[src/rtl/pattern_gen.sv]
// pattern_gen: raster-synchronous test-pattern source for the vga_driver colour inputs.
// Runs its own h/v counters with the driver's timing. It registers one pixel per clock,
// one cycle behind the counters. The pattern selection is latched at the last pixel of
// each frame, so a new mode starts cleanly at pixel (0,0).
module pattern_gen #(
  parameter int vga_width    = 1024,
  parameter int vga_height   = 768,
  parameter int color_depth  = 8,
  parameter int h_front_cnt  = 24,
  parameter int h_sync_cnt   = 136,
  parameter int h_back_cnt   = 144,
  parameter int v_front_cnt  = 3,
  parameter int v_sync_cnt   = 6,
  parameter int v_back_cnt   = 29,
  parameter int checker_log2 = 6,
  parameter int grad_shift   = 2
) (
  input  logic                   clk,
  input  logic                   rst,
  input  logic [2:0]             mode,
  input  logic [2:0]             color_sel,
  output logic [color_depth-1:0] r_out,
  output logic [color_depth-1:0] g_out,
  output logic [color_depth-1:0] b_out,
  output logic [10:0]            pix_x,
  output logic [9:0]             pix_y,
  output logic                   active,
  output logic                   frame_start
);

  localparam int H_TOTAL = vga_width + h_front_cnt + h_sync_cnt + h_back_cnt;
  localparam int V_TOTAL = vga_height + v_front_cnt + v_sync_cnt + v_back_cnt;
  localparam int BAR_W   = vga_width / 8;

  localparam logic [10:0] H_LAST   = 11'(H_TOTAL - 1);
  localparam logic [9:0]  V_LAST   = 10'(V_TOTAL - 1);
  localparam logic [10:0] H_ACT    = 11'(vga_width);
  localparam logic [9:0]  V_ACT    = 10'(vga_height);
  localparam logic [10:0] BAR_LAST = 11'(BAR_W - 1);
  localparam logic [color_depth-1:0] C_ON = '1;

  logic [10:0] hc;
  logic [9:0]  vc;
  logic [7:0]  frame_cnt;
  logic [2:0]  mode_r;
  logic [2:0]  color_r;
  logic [2:0]  bar_idx;
  logic [10:0] bar_cnt;

  logic h_last;
  logic v_last;
  assign h_last = (hc == H_LAST);
  assign v_last = (vc == V_LAST);

  // Raster counters plus the once-per-frame latch of mode, colour and frame count.
  always_ff @(posedge clk or posedge rst) begin
    if (rst) begin
      hc        <= '0;
      vc        <= '0;
      frame_cnt <= '0;
      mode_r    <= '0;
      color_r   <= '0;
    end else begin
      if (h_last) begin
        hc <= '0;
        vc <= v_last ? 10'd0 : vc + 10'd1;
      end else begin
        hc <= hc + 11'd1;
      end
      if (h_last && v_last) begin
        mode_r    <= mode;
        color_r   <= color_sel;
        frame_cnt <= frame_cnt + 8'd1;
      end
    end
  end

  // Colour-bar index tracks hc without a divider: restart at line start, step every BAR_W pixels.
  always_ff @(posedge clk or posedge rst) begin
    if (rst) begin
      bar_cnt <= '0;
      bar_idx <= '0;
    end else if (h_last) begin
      bar_cnt <= '0;
      bar_idx <= '0;
    end else if (bar_cnt == BAR_LAST) begin
      bar_cnt <= '0;
      bar_idx <= bar_idx + 3'd1;
    end else begin
      bar_cnt <= bar_cnt + 11'd1;
    end
  end

  logic                   vis;
  logic                   checker_on;
  logic [10:0]            bar_rel;
  logic                   mbar_on;
  logic [2:0]             rgb_on;
  logic                   use_grad;
  logic [color_depth-1:0] grad;
  logic [color_depth-1:0] pix_r;
  logic [color_depth-1:0] pix_g;
  logic [color_depth-1:0] pix_b;

  // Pixel colour for the current counter position; blanked outside the visible area.
  always_comb begin
    vis        = (hc < H_ACT) && (vc < V_ACT);
    checker_on = hc[checker_log2] ^ vc[checker_log2];
    // Unsigned 11-bit difference: pixels left of the bar wrap to large values and stay dark.
    bar_rel    = hc - {1'b0, frame_cnt, 2'b00};
    mbar_on    = (bar_rel <= 11'd63);
    grad       = color_depth'(hc >> grad_shift);
    rgb_on     = 3'b000;
    use_grad   = 1'b0;
    case (mode_r)
      3'd0: rgb_on = color_r;
      3'd1: begin
        case (bar_idx)
          3'd0:    rgb_on = 3'b111;
          3'd1:    rgb_on = 3'b110;
          3'd2:    rgb_on = 3'b011;
          3'd3:    rgb_on = 3'b010;
          3'd4:    rgb_on = 3'b101;
          3'd5:    rgb_on = 3'b100;
          3'd6:    rgb_on = 3'b001;
          default: rgb_on = 3'b000;
        endcase
      end
      3'd2:    rgb_on = {3{checker_on}};
      3'd3:    use_grad = 1'b1;
      3'd4:    rgb_on = {3{mbar_on}};
      default: rgb_on = 3'b000;
    endcase
    pix_r = use_grad ? grad : (rgb_on[2] ? C_ON : '0);
    pix_g = use_grad ? grad : (rgb_on[1] ? C_ON : '0);
    pix_b = use_grad ? grad : (rgb_on[0] ? C_ON : '0);
    if (!vis) begin
      pix_r = '0;
      pix_g = '0;
      pix_b = '0;
    end
  end

  // Register all pixel outputs together so colour, position and flags stay aligned.
  always_ff @(posedge clk or posedge rst) begin
    if (rst) begin
      r_out       <= '0;
      g_out       <= '0;
      b_out       <= '0;
      pix_x       <= '0;
      pix_y       <= '0;
      active      <= 1'b0;
      frame_start <= 1'b0;
    end else begin
      r_out       <= pix_r;
      g_out       <= pix_g;
      b_out       <= pix_b;
      pix_x       <= hc;
      pix_y       <= vc;
      active      <= vis;
      frame_start <= (hc == 11'd0) && (vc == 10'd0);
    end
  end

endmodule
[config.mk]
export PLATFORM = sky130hd
export DESIGN_NAME = pattern_gen
export DESIGN_NICKNAME = d
export VERILOG_FILES = /design/src/rtl/pattern_gen.sv
export SDC_FILE = /design/constraint.sdc
export NUM_CORES = 1
export LEC_CHECK = 0
export CAP_MARGIN = 25
export CORE_MARGIN = 2
export CORE_UTILIZATION = 50
export DETAILED_ROUTE_END_ITERATION = 8
export PLACE_DENSITY = 0.84
export SLEW_MARGIN = 40
export SYNTH_ARGS = -nofsm -noshare
export SYNTH_HDL_FRONTEND = slang
export SYNTH_SLANG_ARGS = --single-unit
export TNS_END_PERCENT = 30
[constraint.sdc]
create_clock -name clk -period 5.8 [get_ports clk]
set_input_delay 1.45 -clock clk [delete_from_list [all_inputs] [get_ports clk]]
set_output_delay 1.45 -clock clk [all_outputs]
set_load 0.03 [all_outputs]
### After elaboration in Yosys (flattened, before gate mapping)

Index checks and enable logic that the tools add are counted.

* flip-flop bits (word level): 96
* bits in latches: 0
* bits in writable memories: 0
* ROM bits: 0
* input port bits: 8
* output and inout bits: 47
* memories: 0

* add/subtract/negate cells: 6
* multiply operators: 0
* divide/modulo/power cells: 0
* order comparisons: 3
* eq/ne operators: 13
* shift operators: 0
* multiplexer cells: 18
* bitwise logic cells: 1
* reductions and logical operators: 8

Operators with widths (number)
* $mux W8: 9
* $mux W11: 3
* $add A11 B1 Y11 const B: 2
* $pmux W3 S7: 1
* $eq A3 B2 Y1 const B: 4
* $eq A3 B3 Y1 const B: 4
* $pmux W3 S4: 1
* $eq A11 B11 Y1 const B: 1
* $eq A11 B7 Y1 const B: 1
* $le A11 B6 Y1 const B: 1
* $logic_not A11 Y1: 1
* $lt A11 B11 Y1 const B: 1
* $sub A11 B10 Y11: 1
* $add A10 B1 Y10 const B: 1
* $eq A10 B10 Y1 const B: 1
* $logic_not A10 Y1: 1
* $lt A10 B10 Y1 const B: 1
* $mux W10: 1
* $add A8 B1 Y8 const B: 1
* $eq A3 B1 Y1 const B: 2
* $logic_not A3 Y1: 2
* $mux W3: 2
* $add A3 B1 Y3 const B: 1
* $logic_and A1 B1 Y1: 3
* 3 further kinds: 3

### Logic depth before layout (Yosys ltp)

* depth after elaboration: 6
* gate-level depth with buffers: 11
* mapped depth without buffers: 10

### Least setup slack after synthesis

Ideal clock, no wire load.

* path kind: register to register
* start point: register hc[2]
* end point: register r_out[6]
* library setup time: 72 ps
* arrival: 2342 ps
* data required time: 5728 ps
* slack: 3386 ps
* stages on the path, launching flop included: 12
* path buffers: 1
* clock period less this slack: 2414 ps
* cells stage by stage: dfrtp_1 -> inv_1 -> ha_1 -> fa_1 -> nand2b_1 -> a21oi_1 -> a31oi_1 -> xnor2_1 -> nor4_2 -> nand3_2 -> buf_6 -> nand3_1

* cells in the longest elaborated chain, start to end: 6
* elaborated cells between the ends (all ways): 8
* those cells by class: 1 x add/sub; 2 x order compare; 4 x mux; 1 x reduce/logical

Ends and longest elaborated chain
* start, declared: RTL line 42 `logic [10:0] hc;`
* start signal, assigned: RTL line 68 `hc <= hc + 11'd1;`
* $sub A11 B10 Y11: RTL line 110 `bar_rel = hc - {1'b0, frame_cnt, 2'b00};`
* $le A11 B6 Y1: RTL line 111 `mbar_on = (bar_rel <= 11'd63);`
* $pmux W3 S4: RTL line 115 `case (mode_r)`
* $mux W8 (2 in series): RTL line 134 `pix_r = use_grad ? grad : (rgb_on[2] ? C_ON : '0);`
* $mux W8 *: RTL line 137 `if (!vis) begin`
* named net pix_r[6]: RTL line 101 `logic [color_depth-1:0] pix_r;`
* end signal, assigned: RTL line 155 `r_out <= pix_r;`
* end, declared: RTL line 22 `output logic [color_depth-1:0] r_out,`

The timed path passes the listed nets; every way through them passes the cells marked *.
A chain may end at the register's enable or synchronous reset.

### Final worst setup path

* start point: register hc[2]
* end point: register g_out[4]

* cells in the longest elaborated chain, start to end: 6
* elaborated cells between the ends (all ways): 8
* those cells by class: 1 x add/sub; 2 x order compare; 4 x mux; 1 x reduce/logical

Ends and longest elaborated chain
* $sub A11 B10 Y11: RTL line 110
* $le A11 B6 Y1: RTL line 111
* $pmux W3 S4: RTL line 115
* $mux W8 (2 in series): RTL line 135 `pix_g = use_grad ? grad : (rgb_on[1] ? C_ON : '0);`
* $mux W8 *: RTL line 137
* named net pix_g[4]: RTL line 102 `logic [color_depth-1:0] pix_g;`
* end signal, assigned: RTL line 156 `g_out <= pix_g;`
* end, declared: RTL line 23 `output logic [color_depth-1:0] g_out,`

Marked as above.

==> metrics.md <==
| Metric | Value |
|---|---|
| Initial antenna violation count | 0 |
| WS Path Type | reg -> reg |
| Clock transition at path regs | 0.09 ns |
| Detailed Route Iter0 Violations | 171 |
| Top delay family on crit path | simple AND/OR/NAND/NOR gates |
| GRT Util Overall | 0.1982 |
| Core ar. | 8593 um^2 |
| Largest net degree at the start of global routing | 53 |
| Syn Inst Count | 400 |
| First-pass GRT wire length | 15,010 um |
| Placed cell areas | 4984 um^2 |
| Initial Util | 0.5079 |
| Post-synth ARST share | 1.000 |
| Fin area | 5167 um^2 |
| CP max FO | 24 |
| Commonest cells after routing, fill and taps aside | dfrtp_1, clkdlybuf4s50_1, nand3_1 |
| Least-Margin Pin Slew | 0.6962 ns |
| Flops & latches, synth | 96 |
| Syn avg cell area | 10.91 um^2 |
| Tmin final | 2.910 ns |
| Clock Tree Buf Depth | 2 |
| GP Congestion | 0.8837 |
| Cts hold-fix bufs | 0 |
| Die footprint | 9492 um^2 |
| RSZ-0062 raised after global routing | false |
| CP Data Required Time | 6.09 ns |
| # setup viols final | 0 |
| P_leak | 2.447 nW |
| Top cell type's share of synthesized area | 0.5505 |
| Fin crit share | 0.5016 |
| CTS Root Cell | clkbuf_8 |
| Cell area after synthesis | 4364 um^2 |
| Ys flop type | dfrtp_1 |
| # Max-Cap Violations | 0 |
| Worst path cell trace | inv_1, ha_1, fa_1, nand2b_1, a21oi_1, a31oi_1, xnor2_1, nor4_2, nand3_2, nand3_1 |
| Vias | 3,145 |
| Critical-path top delay cell | dfrtp_1 |
| Synthesis Warnings | 0 |
| Max Freq | 343.7 MHz |
| Buffer and inverter count on the worst path | 1 |
| Layout Nets | 484 |
| Outcome | finished, final reports clean |
| Syn-to-layout area delta | 18.41% |
| Skew final | 0.008806 ns |
| Post-CTS sizing | 0 |
| Detailed-placement wirelength estimate | 6264 um |
| Die X | 97.43 um |
| Pwr/cell area | 211.9 nW/um^2 |
| Distinct cells, synth | 52 |
| Clock H-tree levels | 3 |
| Leading area contributor after synthesis | dfrtp_1 |
| Cell count after placement | 552 |
| Max VDD drop | 95.62 uV |
| Worst Setup End Kind | flip-flop |
| Non-filler cells in the finished layout | 568 |
| Wire length per cell | 15.55 um |
| Arrival time at the worst endpoint | 3.20 ns |
| Share of cells above drive strength 1 | 0.09783 |
| Hold WC Path Type | reg -> reg |
| CTS Buf Count | 9 |
| Number of setup buffers added after CTS | 0 |
| CP max stage delay | 0.49 ns |
| Vias in the first global route | 3,130 |
| Pins Over Slew Limit | 0 |
| Number of synthesized flops with an enable pin | 0 |
| Die Ht | 97.43 um |
| Critical Path Source Type | flip-flop |
| Post-Syn Nets | 429 |
| Num rows | 34 |
| Final hold vios | 0 |
| Synth area leaders | dfrtp_1, ha_1, nand3_1 |
| Residual DRC | 0 |
| Skew-Pair Late Insertion Delay | 0.37 ns |
| First-pass detailed-route iteration total | 5 |
| Setup TNS | 0 ns |
| IO Pins | 55 |
| Slew margin rel. | 0.5359 |
| Remaining global-route overflow | 0 |
| # clock sinks | 96 |
| Port bufs | 54 |
| CTS tree | yes |
| # diodes | 0 |
| Commonest non-fill, non-tap cell in the layout | dfrtp_1 |
| DRT Wirelength | 8832 um |
| Post-DRT Antenna Nets | 0 |
| WHS | 0.4363 ns |
| Vias/cell | 5.537 |
| Seq/Total Area, Yosys | 0.5505 |
==> area by class of cell <==
class                   count  area, um^2
flip-flops and latches     96        2402
inverters                  23       88.84
fillers                   700        3426
repair buffers             55       548.0
clock inverters             5       41.29
clock buffers              11       141.4
well taps                 108       135.1
multi-input cells         270        1810
==> final timing paths <==
path	endpoint	slack [ns]	startpoint	cells past startpoint
max	g_out[4]$_DFF_PP0_	2.89	hc[2]$_DFF_PP0_	10
min	pix_y[7]$_DFF_PP0_	0.44	vc[7]$_DFFE_PP0N_	0
max reg2reg	g_out[4]$_DFF_PP0_	2.89	hc[2]$_DFF_PP0_	10
min reg2reg	pix_y[7]$_DFF_PP0_	0.44	vc[7]$_DFFE_PP0N_	0
max in group asynchronous	vc[6]$_DFFE_PP0N_	3.29	rst	3
min in group asynchronous	pix_y[5]$_DFF_PP0_	1.48	rst	2
==> power by group <==
| part | internal [W] | switching (W) | total (W) |
|---|---|---|---|
| clock | 0.000171 | 0.000238 | 0.000409 |
| combinational | 0.00000468 | 0.0000130 | 0.0000176 |
| sequential | 0.000669 | 0 | 0.000669 |
==> synth_stat cells (2+ instances only) <==
library cell / instances
nor2b_1: 2
o31ai_1: 2
nand4_1: 6
nand3_1: 40
nand2_1: 28
buf_6: 2
nor3_2: 2
or2_2: 11
nor2_1: 35
a31oi_1: 3
buf_2: 4
nor4_1: 5
mux2i_1: 3
dfrtp_1: 96
a21oi_1: 5
ha_1: 20
and4_1: 2
o21ai_0: 27
xor2_1: 14
and2_1: 4
and3_1: 6
inv_1: 23
mux2_2: 6
or4_1: 2
nand2b_1: 5
clkbuf_1: 4
xnor2_1: 18
==> flip-flops by register name, summed over array words and instances, names as in the netlist, 3 cells and up <==
register	flops
bar_cnt	11
bar_idx	3
r_out	8
g_out	8
pix_y	10
color_r	3
vc	10
mode_r	3
hc	11
frame_cnt	8
b_out	8
pix_x	11
==> per-layer routing <==
layer	global-route usage	wire length, um	vias up
met3	0.02662	462	17
met1	0.2676	3979	1536
met5	0	0	-
met4	0.08547	188	0
met2	0.3236	4201	109
li1	-	-	1483
==> stage by stage <==
step | util | setup WS [ns] | total power (W)
finish | 0.6013 | 2.890 | 0.001095
floorplan | - | 1.845 | 0.0006918
CTS | 0.6012 | 2.882 | 0.001103
detailed placement | 0.5799 | 2.711 | 0.0007006
global route | 0.6013 | 2.698 | 0.001131
global placement | 0.5799 | 2.776 | 0.0006999
==> cells by family (layout without fill, tap and decap cells) <==
logic type               Yosys count  count (layout)  share of synthesized area
XOR/XNOR                          32              32                    0.06422
adder cells (fa/ha/maj)           22              22                    0.06422
buffers and inverters             34              94                    0.03469
AO/OA/AOI/OAI                     48              48                    0.06680
multiplexers                       9               9                    0.02236
AND/OR/NAND/NOR                  159             159                     0.1973
flip-flops                        96              96                     0.5505
(Power assumes the default switching activity.)
